### config.mk
export PLATFORM = sky130hd
export DESIGN_NAME = nvram_uploader
export DESIGN_NICKNAME = d
export VERILOG_FILES = /design/src/rtl/mcr_ioctl_pkg.sv /design/src/rtl/nvram_uploader.sv
export SDC_FILE = /design/constraint.sdc
export NUM_CORES = 1
export LEC_CHECK = 0
export CORE_UTILIZATION = 35
export DETAILED_ROUTE_END_ITERATION = 6
export GPL_TIMING_DRIVEN = 0
export MAX_ROUTING_LAYER = met4
export SETUP_SLACK_MARGIN = 0.1
export SLEW_MARGIN = 20
export SYNTH_ARGS = -nofsm -noshare
export SYNTH_HDL_FRONTEND = slang
export SYNTH_SLANG_ARGS = --single-unit
### constraint.sdc
create_clock -name clk_sys -period 4.1 [get_ports clk_sys]
set_input_delay 0.82 -clock clk_sys [delete_from_list [all_inputs] [get_ports clk_sys]]
set_output_delay 0.82 -clock clk_sys [all_outputs]
set_load 0.02 [all_outputs]
### src/rtl/mcr_ioctl_pkg.sv
// Shared definitions for the ioctl (HPS file-transfer) helpers of this core.
//   upl_state_t  : state encoding of the NVRAM/hiscore uploader
//   NVRAM_INDEX  : ioctl_index that selects the NVRAM uploader by default
//   OOR_BYTE     : value returned for addresses beyond the RAM
package mcr_ioctl_pkg;

  typedef enum logic [2:0] {
    ST_IDLE,
    ST_PAUSE_WAIT,
    ST_READY,
    ST_ISSUE,
    ST_CAPTURE
  } upl_state_t;

  localparam logic [7:0] NVRAM_INDEX = 8'd4;
  localparam logic [7:0] OOR_BYTE    = 8'hFF;

endpackage

### src/rtl/nvram_uploader.sv
// NVRAM / hiscore uploader: serves HPS ioctl upload reads from a core RAM.
// A session halts the core CPU (pause_req/pause_ack), then each ioctl_rd is
// turned into one RAM read whose byte appears on ioctl_din two edges later.
//   clk_sys, reset              : clock, async active-high reset
//   ioctl_upload/index/rd/addr  : HPS request side
//   ioctl_din, ioctl_wait       : returned byte, busy indication
//   pause_req, pause_ack        : core halt handshake
//   mem_addr, mem_rd, mem_q     : RAM read port (mem_q one cycle after mem_rd)
//   ack_timeout                 : sticky, pause_ack never arrived in time
//   byte_count                  : bytes served this session, saturating
module nvram_uploader
  import mcr_ioctl_pkg::*;
#(
  parameter int unsigned AW          = 10,
  parameter logic [7:0]  INDEX       = NVRAM_INDEX,
  parameter int unsigned ACK_TIMEOUT = 4096
) (
  input  logic          clk_sys,
  input  logic          reset,
  input  logic          ioctl_upload,
  input  logic [7:0]    ioctl_index,
  input  logic          ioctl_rd,
  input  logic [24:0]   ioctl_addr,
  output logic [7:0]    ioctl_din,
  output logic          ioctl_wait,
  output logic          pause_req,
  input  logic          pause_ack,
  output logic [AW-1:0] mem_addr,
  output logic          mem_rd,
  input  logic [7:0]    mem_q,
  output logic          ack_timeout,
  output logic [AW:0]   byte_count
);

  localparam int unsigned TW      = $clog2(ACK_TIMEOUT + 1);
  localparam logic [TW-1:0] TO_LAST = TW'(ACK_TIMEOUT - 1);
  localparam logic [AW:0]   BC_MAX  = {1'b1, {AW{1'b0}}};

  upl_state_t    r_state;
  logic [TW-1:0] r_to_cnt;
  logic          r_armed;    // upload has been seen low since the last start
  logic          r_oor;      // latched request lies beyond the RAM
  logic [7:0]    r_din;
  logic          r_wait;
  logic          r_pause;
  logic [AW-1:0] r_mem_addr;
  logic          r_mem_rd;
  logic          r_ack_to;
  logic [AW:0]   r_bc;

  logic w_hit;
  logic w_in_range;

  assign w_hit      = ioctl_upload && (ioctl_index == INDEX);
  assign w_in_range = (ioctl_addr >> AW) == '0;

  always_ff @(posedge clk_sys or posedge reset) begin
    if (reset) begin
      r_state    <= ST_IDLE;
      r_to_cnt   <= '0;
      r_armed    <= 1'b0;
      r_oor      <= 1'b0;
      r_din      <= 8'h00;
      r_wait     <= 1'b0;
      r_pause    <= 1'b0;
      r_mem_addr <= '0;
      r_mem_rd   <= 1'b0;
      r_ack_to   <= 1'b0;
      r_bc       <= '0;
    end else begin
      // A session only starts from a rising upload edge, so a level left
      // high across reset or an abort cannot restart it on its own.
      if (!ioctl_upload) r_armed <= 1'b1;

      // Losing upload or the index wins over everything, including a
      // request arriving in the same cycle.
      if (r_state != ST_IDLE && !w_hit) begin
        r_state  <= ST_IDLE;
        r_pause  <= 1'b0;
        r_mem_rd <= 1'b0;
        r_wait   <= 1'b0;
      end else begin
        unique case (r_state)
          ST_IDLE: begin
            if (w_hit && r_armed) begin
              r_state  <= ST_PAUSE_WAIT;
              r_armed  <= 1'b0;
              r_pause  <= 1'b1;
              r_wait   <= 1'b1;
              r_bc     <= '0;
              r_to_cnt <= '0;
            end
          end
          ST_PAUSE_WAIT: begin
            if (pause_ack) begin
              r_state <= ST_READY;
              r_wait  <= 1'b0;
            end else if (r_to_cnt == TO_LAST) begin
              // Proceed anyway; the flag tells software the dump may be torn.
              r_state  <= ST_READY;
              r_wait   <= 1'b0;
              r_ack_to <= 1'b1;
            end else begin
              r_to_cnt <= r_to_cnt + 1'b1;
            end
          end
          ST_READY: begin
            if (ioctl_rd) begin
              r_state    <= ST_ISSUE;
              r_wait     <= 1'b1;
              r_mem_addr <= ioctl_addr[AW-1:0];
              r_mem_rd   <= w_in_range;
              r_oor      <= !w_in_range;
            end
          end
          ST_ISSUE: begin
            r_state  <= ST_CAPTURE;
            r_mem_rd <= 1'b0;
          end
          ST_CAPTURE: begin
            r_din   <= r_oor ? OOR_BYTE : mem_q;
            r_state <= ST_READY;
            r_wait  <= 1'b0;
            if (r_bc != BC_MAX) r_bc <= r_bc + 1'b1;
          end
          default: begin
            r_state  <= ST_IDLE;
            r_pause  <= 1'b0;
            r_mem_rd <= 1'b0;
            r_wait   <= 1'b0;
          end
        endcase
      end
    end
  end

  assign ioctl_din   = r_din;
  assign ioctl_wait  = r_wait;
  assign pause_req   = r_pause;
  assign mem_addr    = r_mem_addr;
  assign mem_rd      = r_mem_rd;
  assign ack_timeout = r_ack_to;
  assign byte_count  = r_bc;

endmodule

After elaboration in Yosys (flattened, before gate mapping)

Cells that the tools add are included.

Bits in registers: 51

Add/sub/neg operators: 2
Equality and inequality tests: 17
Multiplexer cells: 29
Bitwise gates (word level): 2
Reductions and logical operators: 21

Operator list:

| cell                  | number |
|---|---|
| $mux 13               | 3 |
| $pmux 13 s2           | 1 |
| $logic_not 25->1      | 1 |
| $mux 11               | 2 |
| $pmux 11 s2           | 1 |
| $mux 3                | 5 |
| $pmux 3 s5            | 1 |
| $add 13x1->13 const B | 1 |
| $eq 13x12->1 const B  | 1 |
| $mux 1                | 12 |
| $reduce_and 4->1      | 3 |
| $add 11x1->11 const B | 1 |
| $ne 11x11->1 const B  | 1 |
| $ne 2x2->1 const B    | 5 |
| $eq 8x3->1 const B    | 1 |
| $mux 8                | 1 |
| $eq 3x2->1 const B    | 2 |
| $ne 3x3->1 const B    | 2 |
| $reduce_and 2->1      | 3 |
| $reduce_and 3->1      | 2 |
| $reduce_and 5->1      | 1 |
| $ne 2x1->1 const B    | 2 |
| $ne 4x4->1 const B    | 1 |
| $pmux 1 s2            | 2 |
| other kinds (11)      | 16 |

Depth between registers and ports, before layout

Gate-level depths: netlist (run 1).

Depth after elaboration: 6
Mapped depth: 7
Gate-level depth less buffers: 7

Worst setup path after synthesis (run 1)

Ideal clock, no wire load.

Path kind: input-to-reg
Start point: input port ioctl_index[5]
End point: register r_mem_addr[0], in the netlist mem_addr[0]
Setup time: 0.125 ns
Data arrival time: 2.137 ns
Setup slack: 1.838 ns
Stages: 6
Path buffers: 1
Cells stage by stage: nor4b_4 nand3_4 nor2_4 nand4b_4 buf_6 mux2_4

Cells in the longest elaborated chain, start to end: 6

Ends and longest elaborated chain:

| element                    | RTL line              | RTL |
|---|---|---|
| from (decl)                | nvram_uploader.sv:21  | `input logic [7:0] ioctl_index,` |
| $eq 8x3->1                 | nvram_uploader.sv:54  | `assign w_hit = ioctl_upload && (ioctl_index == INDEX);` |
| $logic_and 1x1->1          | nvram_uploader.sv:54  |  |
| $logic_not 1->1            | nvram_uploader.sv:77  | `if (r_state != ST_IDLE && !w_hit) begin` |
| $logic_and 1x1->1          | nvram_uploader.sv:77  |  |
| $not 1->1 (no line)        | n/a                   |  |
| $reduce_and 3->1 (no line) | n/a                   |  |
| to (signal assigned)       | nvram_uploader.sv:111 | `r_mem_addr <= ioctl_addr[AW-1:0];` |
| to (decl)                  | nvram_uploader.sv:46  | `logic [AW-1:0] r_mem_addr;` |

No other way between the ends.
A chain may end at the register's enable or synchronous reset.

Final worst setup path (run 1)

Start point: input port ioctl_index[5]
End point: register r_bc[2], in the netlist byte_count[2]

Cells in the longest elaborated chain, start to end: 6

Ends and longest elaborated chain:

| element                                            | RTL line              | RTL |
|---|---|---|
| $eq 8x3->1 *                                       | nvram_uploader.sv:54  |  |
| $logic_and 1x1->1 *                                | nvram_uploader.sv:54  |  |
| branches (longest 3 deep; another with $ne 2x2->1) | n/a                   |  |
| $reduce_and 4->1 (no line) *                       | n/a                   |  |
| to (signal assigned)                               | nvram_uploader.sv:124 | `if (r_bc != BC_MAX) r_bc <= r_bc + 1'b1;` |
| to (decl)                                          | nvram_uploader.sv:49  | `logic [AW:0] r_bc;` |

Every way passes the cells marked *.

==> results of run 1 <==
[logic make-up (layout without fill, tap and decap cells)]
family,Yosys count,count (layout),synth area share [%]
DFF,51,51,46.3
buffers and inverters,15,101,2.54
muxes,13,13,6.44
AOI/OAI and AO/OA,74,74,17.5
adders and majority gates,3,3,1.36
xor gates and xnor gates,1,1,0.318
and+or+nand+nor,122,122,25.6
[flip-flops by register name, summed over array words and instances (netlist names)]
name / flops
byte_count: 11
r_state: 3
ioctl_wait: 1
ioctl_din: 8
mem_addr: 10
ack_timeout: 1
r_oor: 1
pause_req: 1
mem_rd: 1
r_to_cnt: 13
r_armed: 1
[power by group]
| group | internal, µW | switching (µW) | total, µW |
|---|---|---|---|
| clock network | 120 | 171 | 291 |
| registers | 508 | 4.89 | 512 |
| logic | 51.4 | 33.1 | 84.5 |
[final cells by class]
class	count	area, µm²	area share [%]
Buffer	9	47.5	1.27
Clock buffer	6	72.6	1.93
Clock inverter	2	12.5	0.333
Inverter	6	25.0	0.666
Multi-Input combinational cell	213	1410	37.6
Sequential cell	51	1280	34.0
Tap cell	102	128	3.40
Timing Repair Buffer	78	781	20.8
[worst paths after layout]
path,to,depth (start not counted),slack [ns],start
max,byte_count[2],6,1.47,ioctl_index[5]
min,ack_timeout,1,0.46,ack_timeout
max reg2reg,r_to_cnt[12],6,1.98,r_to_cnt[0]
min reg2reg,ack_timeout,1,0.46,ack_timeout
max in group asynchronous,byte_count[3],2,2.72,reset
min in group asynchronous,r_to_cnt[1],2,0.95,reset
[per-layer routing]
layer / vias to the layer above / GRT usage (%)
met5: - / -
met4: 0 / 4.76
met3: 6 / 2.78
met2: 64 / 28.2
met1: 1160 / 22.4
li1: 1190 / -
[layout by cell type, fill, tap and decap left out, types with 6 or more instances in the layout]
cell,instances
nor2_1,34
o21ai_0,17
clkdlybuf4s50_1,78
dfrtp_1,51
nand2_1,25
a21oi_1,26
mux2_4,9
nand3_1,9
nor4_1,8
nor3_1,6
[stage by stage]
step           area (µm²)  hold WS (ns)
6_report             3750         0.460
5_1_grt              3750         0.473
4_1_cts              3750         0.469
3_5_place_dp         3670         0.448
3_3_place_gp         3670         0.457
2_1_floorplan        2760         0.494
==> run metrics, run 1 <==
CTS Hold Bufs=0; required time worst endpoint=4.30 ns; Die Area=8240 µm²; vias in the first global route=2414; Via density=5.18; Final Hold Viols=0; post-CTS sizing=0; uppermost layer routed=met4; post-DR wirelength/cell=14.1 µm; Max Clock Freq=380 MHz; top cells by area in the synthesized netlist=dfrtp_1 (46%), mux2_4 (4.9%), a21oi_1 (4.7%); first-pass GRT wire length=11300 µm; Max-slew headroom=52.2%; CTS tree=built; H-tree depth=2; Fill cells=737; Buffers on Ports=78; TNS Setup=0 ns; total CTS buffers=5; ratio of cells with drive above 1 in the final layout=a little over a tenth; Post-synth EDFFs=0; dpl cells=459; Post-Route M1 WL=3140 µm; Leak=0.00160 µW; post-synth cell types=60; Layout Skew=0.00648 ns; DRT Pass-1 Iters=4; Tcrit/Tclk final=64.2%; final setup fails=0; Finished Core Util=48.8%; CP Max Fanout=10; CORE AREA=7690 µm²; HPWL after DPL=4770 µm; post-synthesis area per instance=slightly below 10 µm²; I/O Pins=79; pre-CTS WS=1.13 ns; Synth Flop Type=dfrtp_1; Vias=2420; largest net degree at the start of global routing=52; Max VDD drop=113 µV; met2 wire length=3110 µm; Syn. warnings=0; minimum clock period=2.63 ns; Root Driver=clkbuf_8; Yosys reg bits=51; leading area contributor after synthesis=dfrtp_1; NumNets Final=413; Post-Syn Instances=279; RD Place Congestion=0.799; Post-synth top cells=dfrtp_1 (51), nor2_1 (34), a21oi_1 (26); CTS sink count=between 50 and 60; setup ws final=1.47 ns; PnR Total Power=888 µW; slowest cell delay on critical path=0.57 ns; top-area cell type share of the netlist area=46.3%; post-synthesis sequential area ratio=46.3%; crit path DAT=2.83 ns; Buf/Inv on CP=1; initial antenna violation count=0; WS Path Type=input port to register; Worst-path clk slew=0.09 ns; Max Slew Vio Count=0; area delta synth->final=36.1%; met3 wire len=250 µm; Die X=90.8 µm; final WL=around 6600 µm; Max-Cap Viols=0; status=completed; most common cell in the netlist=dfrtp_1; unrepaired setup endpoints after global routing=no; critical path's top delay family=simple AND/OR/NAND/NOR gates; Mapped Nets=328; 1st-iter DRT viols=~120; Synth async-reset ratio=between 90% and 100%; DRT antenna net count=0; n_diodes=0; Synth Cell Area=2760 µm²; Power per Cell Area=about 240 nW/µm²; critical path launch point type=input port; total gr overflow=0; num rows=32; HP Class=register to register; GRT Total Usage=between 10% and 20%; worst-case clock buffer depth=2; Crit. End Element=register; Worst Max-Slew Pin Slew=0.716 ns; Final Non-Filler Cells=467; Crit-path slowest cell=nor4_4; Setup Buffers After CTS=0; CP cell instances=clkdlybuf4s50_1, nor4b_4, nand3_4, nor4_4, o21ai_1, a22o_1; Starting Density=around 36%; DRC violations left=0; Die Y=90.8 µm; Clock Latency Late Sink=around 0.31 ns
No activity file was read; power rests on OpenSTA's default activity.
==> run 2: changes to the inputs <==
==> constraint.sdc (replaced) <==
create_clock -name clk_sys -period 2.66 [get_ports clk_sys]
set_input_delay 0.532 -clock clk_sys [delete_from_list [all_inputs] [get_ports clk_sys]]
set_output_delay 0.532 -clock clk_sys [all_outputs]
set_load 0.02 [all_outputs]
==> results of run 2 <==
Same layout as run 1 (identical final DEF). Status: completed.
Among the figures that moved: setup slack after placement 1.13 ns -> -0.0244 ns; setup slack after layout 1.47 ns -> 0.315 ns; register-to-register setup slack 1.98 ns -> 0.54 ns; total power 888 µW -> 1370 µW; worst IR drop on VDD 113 µV -> 175 µV
==> run 3: changes to the inputs <==
--- a/config.mk
+++ b/config.mk
@@ -5,10 +5,13 @@
 export SDC_FILE = /design/constraint.sdc
 export NUM_CORES = 1
 export LEC_CHECK = 0
+export ABC_AREA = 0
+export CORE_MARGIN = 5
 export CORE_UTILIZATION = 35
 export DETAILED_ROUTE_END_ITERATION = 6
 export GPL_TIMING_DRIVEN = 0
 export MAX_ROUTING_LAYER = met4
+export REMOVE_ABC_BUFFERS = 1
 export SETUP_SLACK_MARGIN = 0.1
 export SLEW_MARGIN = 20
 export SYNTH_ARGS = -nofsm -noshare
==> run 3 against run 2 <==
- cell area is 1.0% lower
- core utilization is 0.49 points lower
- first-iteration DRC count is 16% lower
- total power is 1.6% lower
- global-route usage is 2.9 points lower
- count of clock-buffer cells in the layout stayed put
- via count is 2.2% lower
- combinational power hardly changed
- clock power is 4.7% lower
- critical endpoint is now mem_addr[4]
- sequential cell count stayed put
- largest power group unchanged
- critical path depth stayed put
==> run metrics, run 3 (synthesis gave the netlist of run 1 again) <==
largest net degree at the start of global routing=52 (unchanged); unrepaired setup endpoints after global routing=no (unchanged); WS Path Type=input port to register (unchanged); PnR Total Power=1350 µW (was 1370 µW); Internal=1040 µW (was 1050 µW); Die X=98.8 µm (was 90.8 µm); Crit. End Element=register (unchanged); Root Driver=clkbuf_8 (unchanged); CTS sink count=51 (unchanged); dpl cells=450 (was 459); Biggest register=r_to_cnt (unchanged); status=completed (unchanged); vias in the first global route=2384 (was 2414); ratio of cells with drive above 1 in the final layout=9.55% (was 11.0%); Worst Max-Slew Pin Slew=0.747 ns (was 0.716 ns); total gr overflow=0 (unchanged); Tcrit/Tclk final=88.9% (was 88.1%); setup ws final=0.296 ns (was 0.315 ns); critical path launch point type=input port (unchanged); area delta synth->final=34.7% (was 36.1%); pre-CTS WS=-0.0400 ns (was -0.0244 ns); DRC violations left=0 (unchanged); DRT antenna net count=0 (unchanged); worst-case clock buffer depth=2 (unchanged); crit path DAT=2.55 ns (about the same); Flop pwr share=58.6% (was 57.7%); commonest non-fill, non-tap cells in the layout=clkdlybuf4s50_1 (78), dfrtp_1 (51), nor2_1 (34) (unchanged); Combinational Power Share=9.6% (was 9.5%); Layout Skew=0.0105 ns (was 0.00648 ns); Max Clock Freq=423 MHz (was 427 MHz); first-pass GRT wire length=11300 µm (about the same); Die Area=9760 µm² (was 8240 µm²); TNS Setup=0 ns (unchanged); initial antenna violation count=0 (unchanged); DRT Pass-1 Iters=4 (unchanged); GRT Total Usage=14.4% (was 17.3%); Clock Latency Late Sink=0.31 ns (about the same); CTS Hold Bufs=0 (unchanged); Max-slew headroom=50.2% (was 52.2%); Crit-path slowest cell=clkdlybuf4s50_1 (was nor4_4); Max Slew Vio Count=0 (unchanged); minimum clock period=2.36 ns (was 2.34 ns); Psw=309 µW (was 322 µW); H-tree depth=2 (unchanged); Starting Density=35.9% (unchanged); Multi-input gate area=1420 µm² (was 1410 µm²); total CTS buffers=5 (unchanged); post-DR wirelength/cell=14.7 µm (was 14.1 µm); Worst-path clk slew=0.09 ns (about the same); final setup fails=0 (unchanged); Largest register FFs=13 (unchanged); required time worst endpoint=2.85 ns (was 2.86 ns); Power per Cell Area=362 nW/µm² (was 364 nW/µm²); commonest non-fill, non-tap cell in the layout=clkdlybuf4s50_1 (unchanged); num rows=32 (unchanged); Max VDD drop=274 µV (was 175 µV); RD Place Congestion=0.798 (was 0.799); sw frac=23.0% (was 23.6%); Hold Crit Start=ack_timeout (unchanged); HP Class=register to register (unchanged); critical path's top delay family=simple AND/OR/NAND/NOR gates (unchanged); Leak=0.00157 µW (was 0.00160 µW); Fill cells=751 (was 737); Clk pwr share=31.7% (was 32.8%); final WL=6740 µm (was 6560 µm); Die Y=98.8 µm (was 90.8 µm); worst setup path start=ioctl_index[5] (unchanged); HPWL after DPL=4890 µm (was 4770 µm); CP Max Fanout=12 (was 10); CP cell instances=clkdlybuf4s50_1, nor4b_4, nand3_4, nor2_4, nand4b_4, mux2_4 (was clkdlybuf4s50_1, nor4b_4, nand3_4, nor4_4, o21ai_1, a22o_1); 1st-iter DRT viols=103 (was 122); Vias=2366 (was 2420); Final Hold Viols=0 (unchanged); CORE AREA=7690 µm² (unchanged); Max-Cap Viols=0 (unchanged); Via density=5.17 (was 5.18); Buffers on Ports=78 (unchanged); slowest cell delay on critical path=0.44 ns (was 0.57 ns); Final Non-Filler Cells=458 (was 467); n_diodes=0 (unchanged); I/O Pins=79 (unchanged); NumNets Final=406 (was 413); worst hold slack=0.482 ns (was 0.460 ns); CTS tree=built (unchanged); Buf/Inv on CP=1 (unchanged); reg-to-reg startpoint=r_state[2] (was r_to_cnt[0]); register area=1280 µm² (unchanged)
## run 3: cell count changes in the layout (fill, tap and decap cells not counted)
cell        previous run  this run
a21oi_4                0         1
buf_6                  1         0
buf_4                  0         2
clkinv_2               1         0
clkbuf_1               2         1
a21oi_2                1         0
buf_2                  5         0
buf_1                  2         0
clkinvlp_4             1         0
## run 3: power groups by stage
stage,Sequential [µW],Combinational [µW],Clock [µW]
5_1_grt,792,143,471
2_1_floorplan,811,34.0,0
3_3_place_gp,806,130,0
6_report,790,130,427
4_1_cts,790,133,440
3_5_place_dp,806,133,0
## run 3: through the flow
stage	utilization, %	area [µm²]
6_report	48.4	3720
5_1_grt	48.4	3720
4_1_cts	48.2	3700
3_5_place_dp	47.1	3620
3_3_place_gp	47.1	3620
2_1_floorplan	-	2710
## run 3: timing repair
action	4_1_cts	5_1_grt
pin swaps	0	1
gates resized for setup	1	0
buffers inserted	0	2
setup endpoints to repair	10	11
hold endpoints to repair	0	0
## run 3: final cells by class
cell class	count	area share (%)
inverter	6	0.673
clock buffer	6	1.95
timing repair buffer	80	21.4
multi-input combinational	213	38.2
tap	102	3.43
sequential	51	34.3
## run 3: final timing paths
kind / end / slack, ns / cells after the start
worst max-delay path: mem_addr[4] / 0.30 / 6
max in group asynchronous: ioctl_din[0] / 1.57 / 2
min in group asynchronous: r_to_cnt[5] / 0.65 / 2
worst min-delay path: ack_timeout / 0.48 / 1
worst max register to register: r_to_cnt[6] / 0.55 / 5
worst min register to register: ack_timeout / 0.48 / 1
## run 3: metal layers
layer	share of wire (%)	vias up	global-route usage [%]	wire, µm
met4	1.8	0	4.73	119
met3	4.6	13	3.26	310
met1	45	1122	17.9	3050
met5	0	-	-	0
li1	-	1181	-	-
met2	48	50	23.3	3260
